$ cat src/rtl/dbus_arbiter_pkg.sv
// Shared definitions for the two-master data bus arbiter: FSM encoding,
// master identifiers and default parameter values.
package dbus_arbiter_pkg;

  localparam int DEF_ADDR_W     = 32;
  localparam int DEF_DATA_W     = 32;
  localparam int DEF_MAX_WAIT   = 15;
  localparam int DEF_STARVE_LIM = 4;

  typedef enum logic [1:0] {
    IDLE = 2'd0,
    XFER = 2'd1,
    RESP = 2'd2
  } arb_state_t;

  localparam logic M_CPU = 1'b0;
  localparam logic M_DMA = 1'b1;

endpackage

$ cat src/rtl/dbus_arb_pick.sv
// Combinational winner select: the CPU has fixed priority unless the DMA
// master has been starved long enough, in which case the DMA master wins.
module dbus_arb_pick
  import dbus_arbiter_pkg::*;
(
  input  logic req0,
  input  logic req1,
  input  logic starve_hit,
  output logic any_req,
  output logic winner
);

  // Fixed priority with starvation override
  always_comb begin
    any_req = req0 | req1;
    winner  = M_CPU;
    if (req1 && (starve_hit || !req0)) begin
      winner = M_DMA;
    end
  end

endmodule

$ cat src/rtl/dbus_arbiter.sv
// Two-master arbiter serialising CPU (m0) and DMA/debug (m1) transfers onto a
// single ready-handshaked slave bus, with lock, starvation guard and a
// wait-state timeout that completes the transfer with an error.
module dbus_arbiter
  import dbus_arbiter_pkg::*;
#(
  parameter int ADDR_W     = DEF_ADDR_W,
  parameter int DATA_W     = DEF_DATA_W,
  parameter int MAX_WAIT   = DEF_MAX_WAIT,
  parameter int STARVE_LIM = DEF_STARVE_LIM
) (
  input  logic              cpu_clk,
  input  logic              cpu_rst_n,
  input  logic              m0_req,
  input  logic [ADDR_W-1:0] m0_addr,
  input  logic [3:0]        m0_we,
  input  logic [DATA_W-1:0] m0_wdata,
  input  logic              m0_lock,
  output logic              m0_gnt,
  output logic              m0_done,
  output logic              m0_err,
  output logic [DATA_W-1:0] m0_rdata,
  input  logic              m1_req,
  input  logic [ADDR_W-1:0] m1_addr,
  input  logic [3:0]        m1_we,
  input  logic [DATA_W-1:0] m1_wdata,
  input  logic              m1_lock,
  output logic              m1_gnt,
  output logic              m1_done,
  output logic              m1_err,
  output logic [DATA_W-1:0] m1_rdata,
  output logic              s_valid,
  output logic [ADDR_W-1:0] s_addr,
  output logic [3:0]        s_we,
  output logic [DATA_W-1:0] s_wdata,
  input  logic [DATA_W-1:0] s_rdata,
  input  logic              s_ready,
  output logic              owner,
  output logic              busy
);

  localparam int WW = $clog2(MAX_WAIT + 1);
  localparam int SW = $clog2(STARVE_LIM + 1);
  localparam logic [WW-1:0] WAIT_MAX   = WW'(MAX_WAIT);
  localparam logic [SW-1:0] STARVE_MAX = SW'(STARVE_LIM);

  arb_state_t        state_q, state_d;
  logic              owner_q, owner_d;
  logic [SW-1:0]     starve_cnt_q, starve_cnt_d;
  logic [WW-1:0]     wait_cnt_q, wait_cnt_d;
  logic              err_q, err_d;
  logic [DATA_W-1:0] m0_rdata_q, m0_rdata_d;
  logic [DATA_W-1:0] m1_rdata_q, m1_rdata_d;

  logic pick_any;
  logic pick_win;
  logic arb;
  logic own_req;
  logic own_lock;
  logic in_xfer;
  logic in_resp;

  dbus_arb_pick u_pick (
    .req0       (m0_req),
    .req1       (m1_req),
    .starve_hit (starve_cnt_q == STARVE_MAX),
    .any_req    (pick_any),
    .winner     (pick_win)
  );

  // Next-state, counter and response-register computation
  always_comb begin
    state_d      = state_q;
    owner_d      = owner_q;
    starve_cnt_d = starve_cnt_q;
    wait_cnt_d   = wait_cnt_q;
    err_d        = err_q;
    m0_rdata_d   = m0_rdata_q;
    m1_rdata_d   = m1_rdata_q;
    arb          = 1'b0;
    own_req      = (owner_q == M_DMA) ? m1_req  : m0_req;
    own_lock     = (owner_q == M_DMA) ? m1_lock : m0_lock;

    case (state_q)
      IDLE: begin
        if (pick_any) arb = 1'b1;
      end
      XFER: begin
        // s_ready wins over a timeout reached in the same cycle
        if (s_ready) begin
          if (owner_q == M_DMA) m1_rdata_d = s_rdata;
          else                  m0_rdata_d = s_rdata;
          err_d   = 1'b0;
          state_d = RESP;
        end else if (wait_cnt_q == WAIT_MAX) begin
          if (owner_q == M_DMA) m1_rdata_d = '0;
          else                  m0_rdata_d = '0;
          err_d   = 1'b1;
          state_d = RESP;
        end else begin
          wait_cnt_d = wait_cnt_q + 1'b1;
        end
      end
      RESP: begin
        // A locked owner re-requesting keeps the bus without arbitration
        if (own_lock && own_req) begin
          state_d    = XFER;
          wait_cnt_d = '0;
        end else if (pick_any) begin
          arb = 1'b1;
        end else begin
          state_d = IDLE;
        end
      end
      default: state_d = IDLE;
    endcase

    if (arb) begin
      state_d    = XFER;
      owner_d    = pick_win;
      wait_cnt_d = '0;
      if (pick_win == M_CPU && m1_req) begin
        starve_cnt_d = (starve_cnt_q == STARVE_MAX) ? starve_cnt_q
                                                    : starve_cnt_q + 1'b1;
      end else begin
        starve_cnt_d = '0;
      end
    end
  end

  // State and response registers; reset abandons any transfer in flight
  always_ff @(posedge cpu_clk or negedge cpu_rst_n) begin
    if (!cpu_rst_n) begin
      state_q      <= IDLE;
      owner_q      <= M_CPU;
      starve_cnt_q <= '0;
      wait_cnt_q   <= '0;
      err_q        <= 1'b0;
      m0_rdata_q   <= '0;
      m1_rdata_q   <= '0;
    end else begin
      state_q      <= state_d;
      owner_q      <= owner_d;
      starve_cnt_q <= starve_cnt_d;
      wait_cnt_q   <= wait_cnt_d;
      err_q        <= err_d;
      m0_rdata_q   <= m0_rdata_d;
      m1_rdata_q   <= m1_rdata_d;
    end
  end

  // Output decode from registered state; slave fields muxed from the owner
  always_comb begin
    in_xfer  = (state_q == XFER);
    in_resp  = (state_q == RESP);
    s_valid  = in_xfer;
    s_addr   = '0;
    s_we     = '0;
    s_wdata  = '0;
    if (in_xfer) begin
      s_addr  = (owner_q == M_DMA) ? m1_addr  : m0_addr;
      s_we    = (owner_q == M_DMA) ? m1_we    : m0_we;
      s_wdata = (owner_q == M_DMA) ? m1_wdata : m0_wdata;
    end
    m0_gnt   = (in_xfer || in_resp) && (owner_q == M_CPU);
    m1_gnt   = (in_xfer || in_resp) && (owner_q == M_DMA);
    m0_done  = in_resp && (owner_q == M_CPU);
    m1_done  = in_resp && (owner_q == M_DMA);
    m0_err   = m0_done && err_q;
    m1_err   = m1_done && err_q;
    m0_rdata = m0_rdata_q;
    m1_rdata = m1_rdata_q;
    owner    = owner_q;
    busy     = (state_q != IDLE);
  end

endmodule
$ cat config.mk
export PLATFORM = sky130hd
export DESIGN_NAME = dbus_arbiter
export DESIGN_NICKNAME = d
export VERILOG_FILES = /design/src/rtl/dbus_arbiter_pkg.sv /design/src/rtl/dbus_arb_pick.sv /design/src/rtl/dbus_arbiter.sv
export SDC_FILE = /design/constraint.sdc
export NUM_CORES = 1
export LEC_CHECK = 0
export BUFFER_PORTS_ARGS = -buffer_cell sky130_fd_sc_hd__buf_4
export CAP_MARGIN = 20
export CORE_AREA = 4 4 121 123
export CTS_CLUSTER_DIAMETER = 100
export DETAILED_ROUTE_END_ITERATION = 10
export DIE_AREA = 0 0 125 127
export PLACE_DENSITY_LB_ADDON = 0.12
export SYNTH_ARGS = -nofsm -noshare
export SYNTH_HDL_FRONTEND = slang
export SYNTH_SLANG_ARGS = --single-unit
$ cat constraint.sdc
create_clock -name cpu_clk -period 5.6 [get_ports cpu_clk]
set_clock_uncertainty 0.2 [all_clocks]
set_input_delay 0 -clock cpu_clk [delete_from_list [all_inputs] [get_ports cpu_clk]]
set_output_delay 0 -clock cpu_clk [all_outputs]
set_load 0.02 [all_outputs]
# Word-level counts from Yosys, hierarchy flattened
# Cells that the tools add are included.
dict set report classes {
  addsub 2
  bitwise 3
  n_reduce_logical 22
  n_eq_ne 11
  n_mux 35
}
# cell n
set ops {}
lappend ops {{32-bit two-way mux} 12}
lappend ops {{4-bit two-way mux} 6}
lappend ops {{2-bit two-way mux} 5}
lappend ops {{1-bit logical AND} 9}
lappend ops {{3-bit AND reduction} 3}
lappend ops {{4-bit one-hot mux with 2 select lines} 1}
lappend ops {{1-bit two-way mux} 7}
lappend ops {{3-bit two-way mux} 2}
lappend ops {{3-bit by 2-bit inequality test with 1-bit output (second input constant)} 2}
lappend ops {{2-bit one-hot mux with 3 select lines} 1}
lappend ops {{4-bit by 1-bit adder with 4-bit output (second input constant)} 1}
lappend ops {{4-bit equality test (second input constant)} 1}
lappend ops {{2-bit inequality test (second input constant)} 2}
lappend ops {{4-bit by 1-bit inequality test with 1-bit output (second input constant)} 1}
lappend ops {{4-bit by 3-bit inequality test with 1-bit output (second input constant)} 1}
lappend ops {{2-bit AND reduction} 2}
lappend ops {{4-bit AND reduction} 1}
lappend ops {{2-bit nonzero test} 2}
lappend ops {{3-bit by 1-bit adder with 3-bit output (second input constant)} 1}
lappend ops {{3-bit equality test (second input constant)} 1}
lappend ops {{3-bit inequality test (second input constant)} 1}
lappend ops {{3-bit nonzero test} 1}
lappend ops {{2-bit by 1-bit equality test with 1-bit output (second input constant)} 1}
lappend ops {{2-bit equality test (second input constant)} 1}
lappend ops {{other kinds (6)} 8}
dict set report totals {
  ff_bits 75
  output_inout_bits 141
  word_cells 80
}

# Longest topological paths before layout
dict set report depth {
  word_depth 8
  ltp_mapped 9
}

# By module
# Synthesis repeated with hierarchy kept, for this count alone.
dict set report unflattened {
  cells_unflattened 481
  hier_area_um2 4393.0
}
# mod instances cells_each area_per_inst_um2 seq_area_each_um2
set modules_own_cells {}
lappend modules_own_cells {dbus_arbiter 1 478 4375.4 1876.8}
lappend modules_own_cells {dbus_arb_pick 1 3 17.5 0.0}

# Worst setup path before layout
# OpenSTA, ideal clock, no wires.
dict set report synth_timing {
  kind {reg2reg}
  start {register state_q[1]}
  end {register wait_cnt_q[0]}
  setup_ps 125
  path_slack_ps 3406
  stages_incl_launch_ff 8
  arrival_time_ps 1869
  synth_period_minus_slack_ps 2194
  required_time_ps 5275
  n_path_buf 0
  cell_sequence {dfrtp_1 -> inv_1 -> ha_1 -> nor2b_1 -> a21oi_1 -> mux2_4 -> a21oi_4 -> mux2_2}
}
dict set report synth_via {
  elab_cells_between_ends 11
  classes_between {eq/ne: 5; mux: 3; reduce/logical: 3}
}
# element line_no
set synth_rtl {}
lappend synth_rtl {{from (decl)} dbus_arbiter.sv:47} ;# arb_state_t state_q, state_d;
lappend synth_rtl {{from (signal assigned)} dbus_arbiter.sv:142} ;# state_q <= state_d;
lappend synth_rtl {{2-bit by 1-bit equality test with 1-bit output (*)} -}
lappend synth_rtl {{net s_valid} dbus_arbiter.sv:32} ;# output logic s_valid,
lappend synth_rtl {{3-bit inequality test (no source line), or another cell as far along} -}
lappend synth_rtl {{4-bit AND reduction (no source line) or 4-bit two-way mux (tied branches)} -}
lappend synth_rtl {{to (signal assigned)} dbus_arbiter.sv:145} ;# wait_cnt_q <= wait_cnt_d;
lappend synth_rtl {{to (decl)} dbus_arbiter.sv:50} ;# logic [WW-1:0] wait_cnt_q, wait_cnt_d;
# The timed path passes the listed nets; every way through them passes the cells marked *.
# A chain may end at the register's enable or synchronous reset.

# Final worst setup path
dict set report layout_timing {
  start {register owner_q, in the netlist owner}
  end {register owner_q, in the netlist owner}
}
dict set report layout_via {
  elab_chain_len 4
  elab_cells_between_ends 5
  classes_between {mux: 4; reduce/logical: 1}
}
# element line_no
set layout_rtl {}
lappend layout_rtl {{from (decl)} dbus_arbiter.sv:48} ;# logic owner_q, owner_d;
lappend layout_rtl {{from (signal assigned)} dbus_arbiter.sv:143} ;# owner_q <= owner_d;
lappend layout_rtl {{1-bit two-way mux, on equally long branches} {dbus_arbiter.sv:82, dbus_arbiter.sv:81}}
lappend layout_rtl {{1-bit logical AND (*)} dbus_arbiter.sv:106} ;# if (own_lock && own_req) begin
lappend layout_rtl {{1-bit two-way mux (*)} dbus_arbiter.sv:106}
lappend layout_rtl {{1-bit one-hot mux with 2 select lines (*)} dbus_arbiter.sv:84} ;# case (state_q)
# Every way passes the cells marked *; elsewhere a longest branch is shown, timed or not.

==> flow_metrics.py <==
metrics = {
    "logic_synthesis": {
        "yosys-top-cells-count": "nand2_1 (106), dfrtp_1 (75), nor2_1 (71)",
        "yosysUniqueCellTypes": 40,
        "synth_nets": 669,
        "synth_enable_flop_cells": 0,
        "synth_top_cell_area_share": 0.431,
        "syn_area_mm2": 0.00435,
        "synth_seq_cells": 75,
        "synth_most_common_cell": "nand2_1",
        "ys.flop_type": "dfrtp_1",
        "yosys.area.top_type": "dfrtp_1",
        "yosysWarningCount": 0,
        "syn_avg_cell_area_um2": 8.94,
        "synthCells": 487,
        "netlist_top_cells_area": "dfrtp_1 (43%), mux2i_1 (16%), nand2_1 (9.1%)",
        "synth_seq_area_share": 0.431,
        "ys_async_sr_fraction": 1.00,
    },
    "grt": {
        "met1_usage": 0.214,
        "grt_max_degree": 76,
        "grt.total_usage": 0.205,
        "grt-busiest-layer": "met2",
        "first_global_vias": 4976,
        "grtUsageMet2": 0.363,
        "use_met3": 0.0807,
        "grt_pass1_wl_mm": 26.2,
        "grt-ovfl-total": 0,
        "antenna_found_initial": 0,
    },
    "clocking": {
        "cts_root_buf": "clkbuf_16",
        "post_cts_buffers": 0,
        "clock_path_buffers": 2,
        "clock_latency_ns": 0.33,
        "cts_tree": "built",
        "numClockSinks": 75,
        "cts_hold_buf": 69,
        "htree_levels": 3,
        "clkTransAtPathRegs_ns": 0.06,
        "ctsResizeCount": 0,
        "numCtsBuffers": 9,
    },
    "critical_path": {
        "cp-end-kind": "register",
        "timing.rr.end": "owner$_DFFE_PN0P_",
        "cp-start-kind": "register",
        "cp_max_fo": 67,
        "reg2reg_depth": 7,
        "required_ns": 5.61,
        "path_class": "register to register",
        "ff2ff_setup_slack_ns": 2.03,
        "worstReg2RegStart": "owner$_DFFE_PN0P_",
        "critPathArrivalTime_ns": 3.59,
    },
    "floorplan": {
        "initial_core_util": 0.319,
        "die_h_um": 127,
        "die_area_mm2": 0.0159,
        "fp.dieW_um": 125,
        "std_cell_rows": 43,
        "io_pins": 316,
        "core_mm2": 0.0137,
    },
    "route": {
        "vias": 4843,
        "ant_nets": 0,
        "drc": 0,
        "vias_per_cell": 4.68,
        "drt_wl_total_mm": 16.9,
        "dr.pass1.iters": 4,
        "drtIter0Drc": 175,
        "wl_per_cell_um": 16.3,
    },
    "cells_and_area": {
        "diodes": 0,
        "nNetsFinal": 1031,
        "area_growth_pct": 77.8,
        "layout-drive-gt1-share": 0.437,
    },
    "sta": {
        "fin_crit_ns": 3.57,
        "finalSetupViolCount": 0,
        "fin_setup_tns_ns": 0,
        "rsz0062_at_grt": "false",
        "max_clock_freq_ghz": 0.280,
        "hold_viol_final": 0,
        "post-route-period-util": 0.638,
        "hold_slack_ns": 0.144,
        "tightest_slew_ns": 1.05,
        "slew_violations": 0,
        "relSlewSlack": 0.301,
    },
    "power_and_ir_drop": {
        "finalPower_mw": 3.88,
        "p_leak_nw": 3.95,
        "max-vdd-ir-drop_mv": 0.229,
        "power_density_mw_per_mm2": 501,
    },
    "min_path": {
        "hold_path.class": "input port to asynchronous set/reset pin",
    },
    "place": {
        "hpwl_mm": 13.0,
        "gp_congestion": 0.888,
        "portBuffers": 315,
    },
    "outcome": {
        "outcome": "complete, no violations",
    },
    "job": {
        "max_cap_viol_count": 0,
    },
}
## how the worst max path moves through the flow
stage	from	to	slack, ns
2_1_floorplan	state_q[1]$_DFFE_PN0P_	wait_cnt_q[0]$_DFFE_PN0P_	3.41
3_3_place_gp	state_q[1]$_DFFE_PN0P_	m0_rdata[17]$_DFFE_PN0P_	2.59
3_5_place_dp	state_q[1]$_DFFE_PN0P_	m0_rdata[17]$_DFFE_PN0P_	2.47
4_1_cts	owner$_DFFE_PN0P_	owner$_DFFE_PN0P_	2.01
5_1_grt	owner$_DFFE_PN0P_	owner$_DFFE_PN0P_	1.87
6_report	owner$_DFFE_PN0P_	owner$_DFFE_PN0P_	2.03
## logic make-up after synthesis
kind of cell | after synthesis | share of synthesized area
simple gates | 202 | 0.190
compound gates | 87 | 0.137
flops | 75 | 0.431
mux | 71 | 0.165
buf+inv | 45 | 0.0569
fa+ha+maj | 7 | 0.0201
## layer usage
metal  part of all wire  vias up
met3              0.092       41
li1                   -     2368
met2               0.51      208
met4              0.045        0
met5                  0        -
met1               0.35     2226
## layout by cell type (no fill, tap or decap), drive strengths merged, types with 7 or more instances in the layout
cell / count
clkbuf: 9
inv: 12
nor2: 71
ha: 7
mux2i: 69
dlygate4sd3: 69
buf: 319
dfrtp: 75
nand2: 107
o21ai: 72
## power breakdown
part	internal, mW	leakage, nW	switching (mW)
clock	0.307	0.135	0.240
sequential	0.776	0.980	0.160
combinational	1.02	2.83	1.38
total	2.11	3.95	1.78
## flip-flops by register name, summed over array words and instances (netlist names)
name and cells:
m0_rdata 32, m1_rdata 32, wait_cnt_q 4, starve_cnt_q 3
state_q 2, err_q 1, owner 1
## metrics by stage
step | std cells | worst slack [ns] | cell area (µm²) | utilization
5_1_grt | 1034 | 1.87 | 7740 | 0.567
3_3_place_gp | 949 | 2.59 | 6770 | 0.495
4_1_cts | 1034 | 2.01 | 7740 | 0.567
6_report | 1034 | 2.03 | 7740 | 0.567
2_1_floorplan | 487 | 3.41 | 4350 | -
3_5_place_dp | 949 | 2.47 | 6770 | 0.495
## worst max-delay path: stages, from the launching register on
cell	delay (ns)
dfrtp_4	0.54
buf_4	0.84
nand3_1	0.29
a31o_2	0.35
nand3_1	0.09
dlygate4sd3_1	0.54
nand2_1	0.05
dlygate4sd3_1	0.56
## layout make-up
| class | count | area, µm² |
|---|---|---|
| Clock buffer | 9 | 225 |
| Clock inverter | 7 | 57.6 |
| Tap cell | 180 | 225 |
| Timing Repair Buffer | 388 | 3090 |
| Inverter | 8 | 30.0 |
| Multi-Input combinational cell | 367 | 2240 |
| Fill cell | 1244 | 5920 |
| Sequential cell | 75 | 1880 |
(Power assumes the default switching activity.)
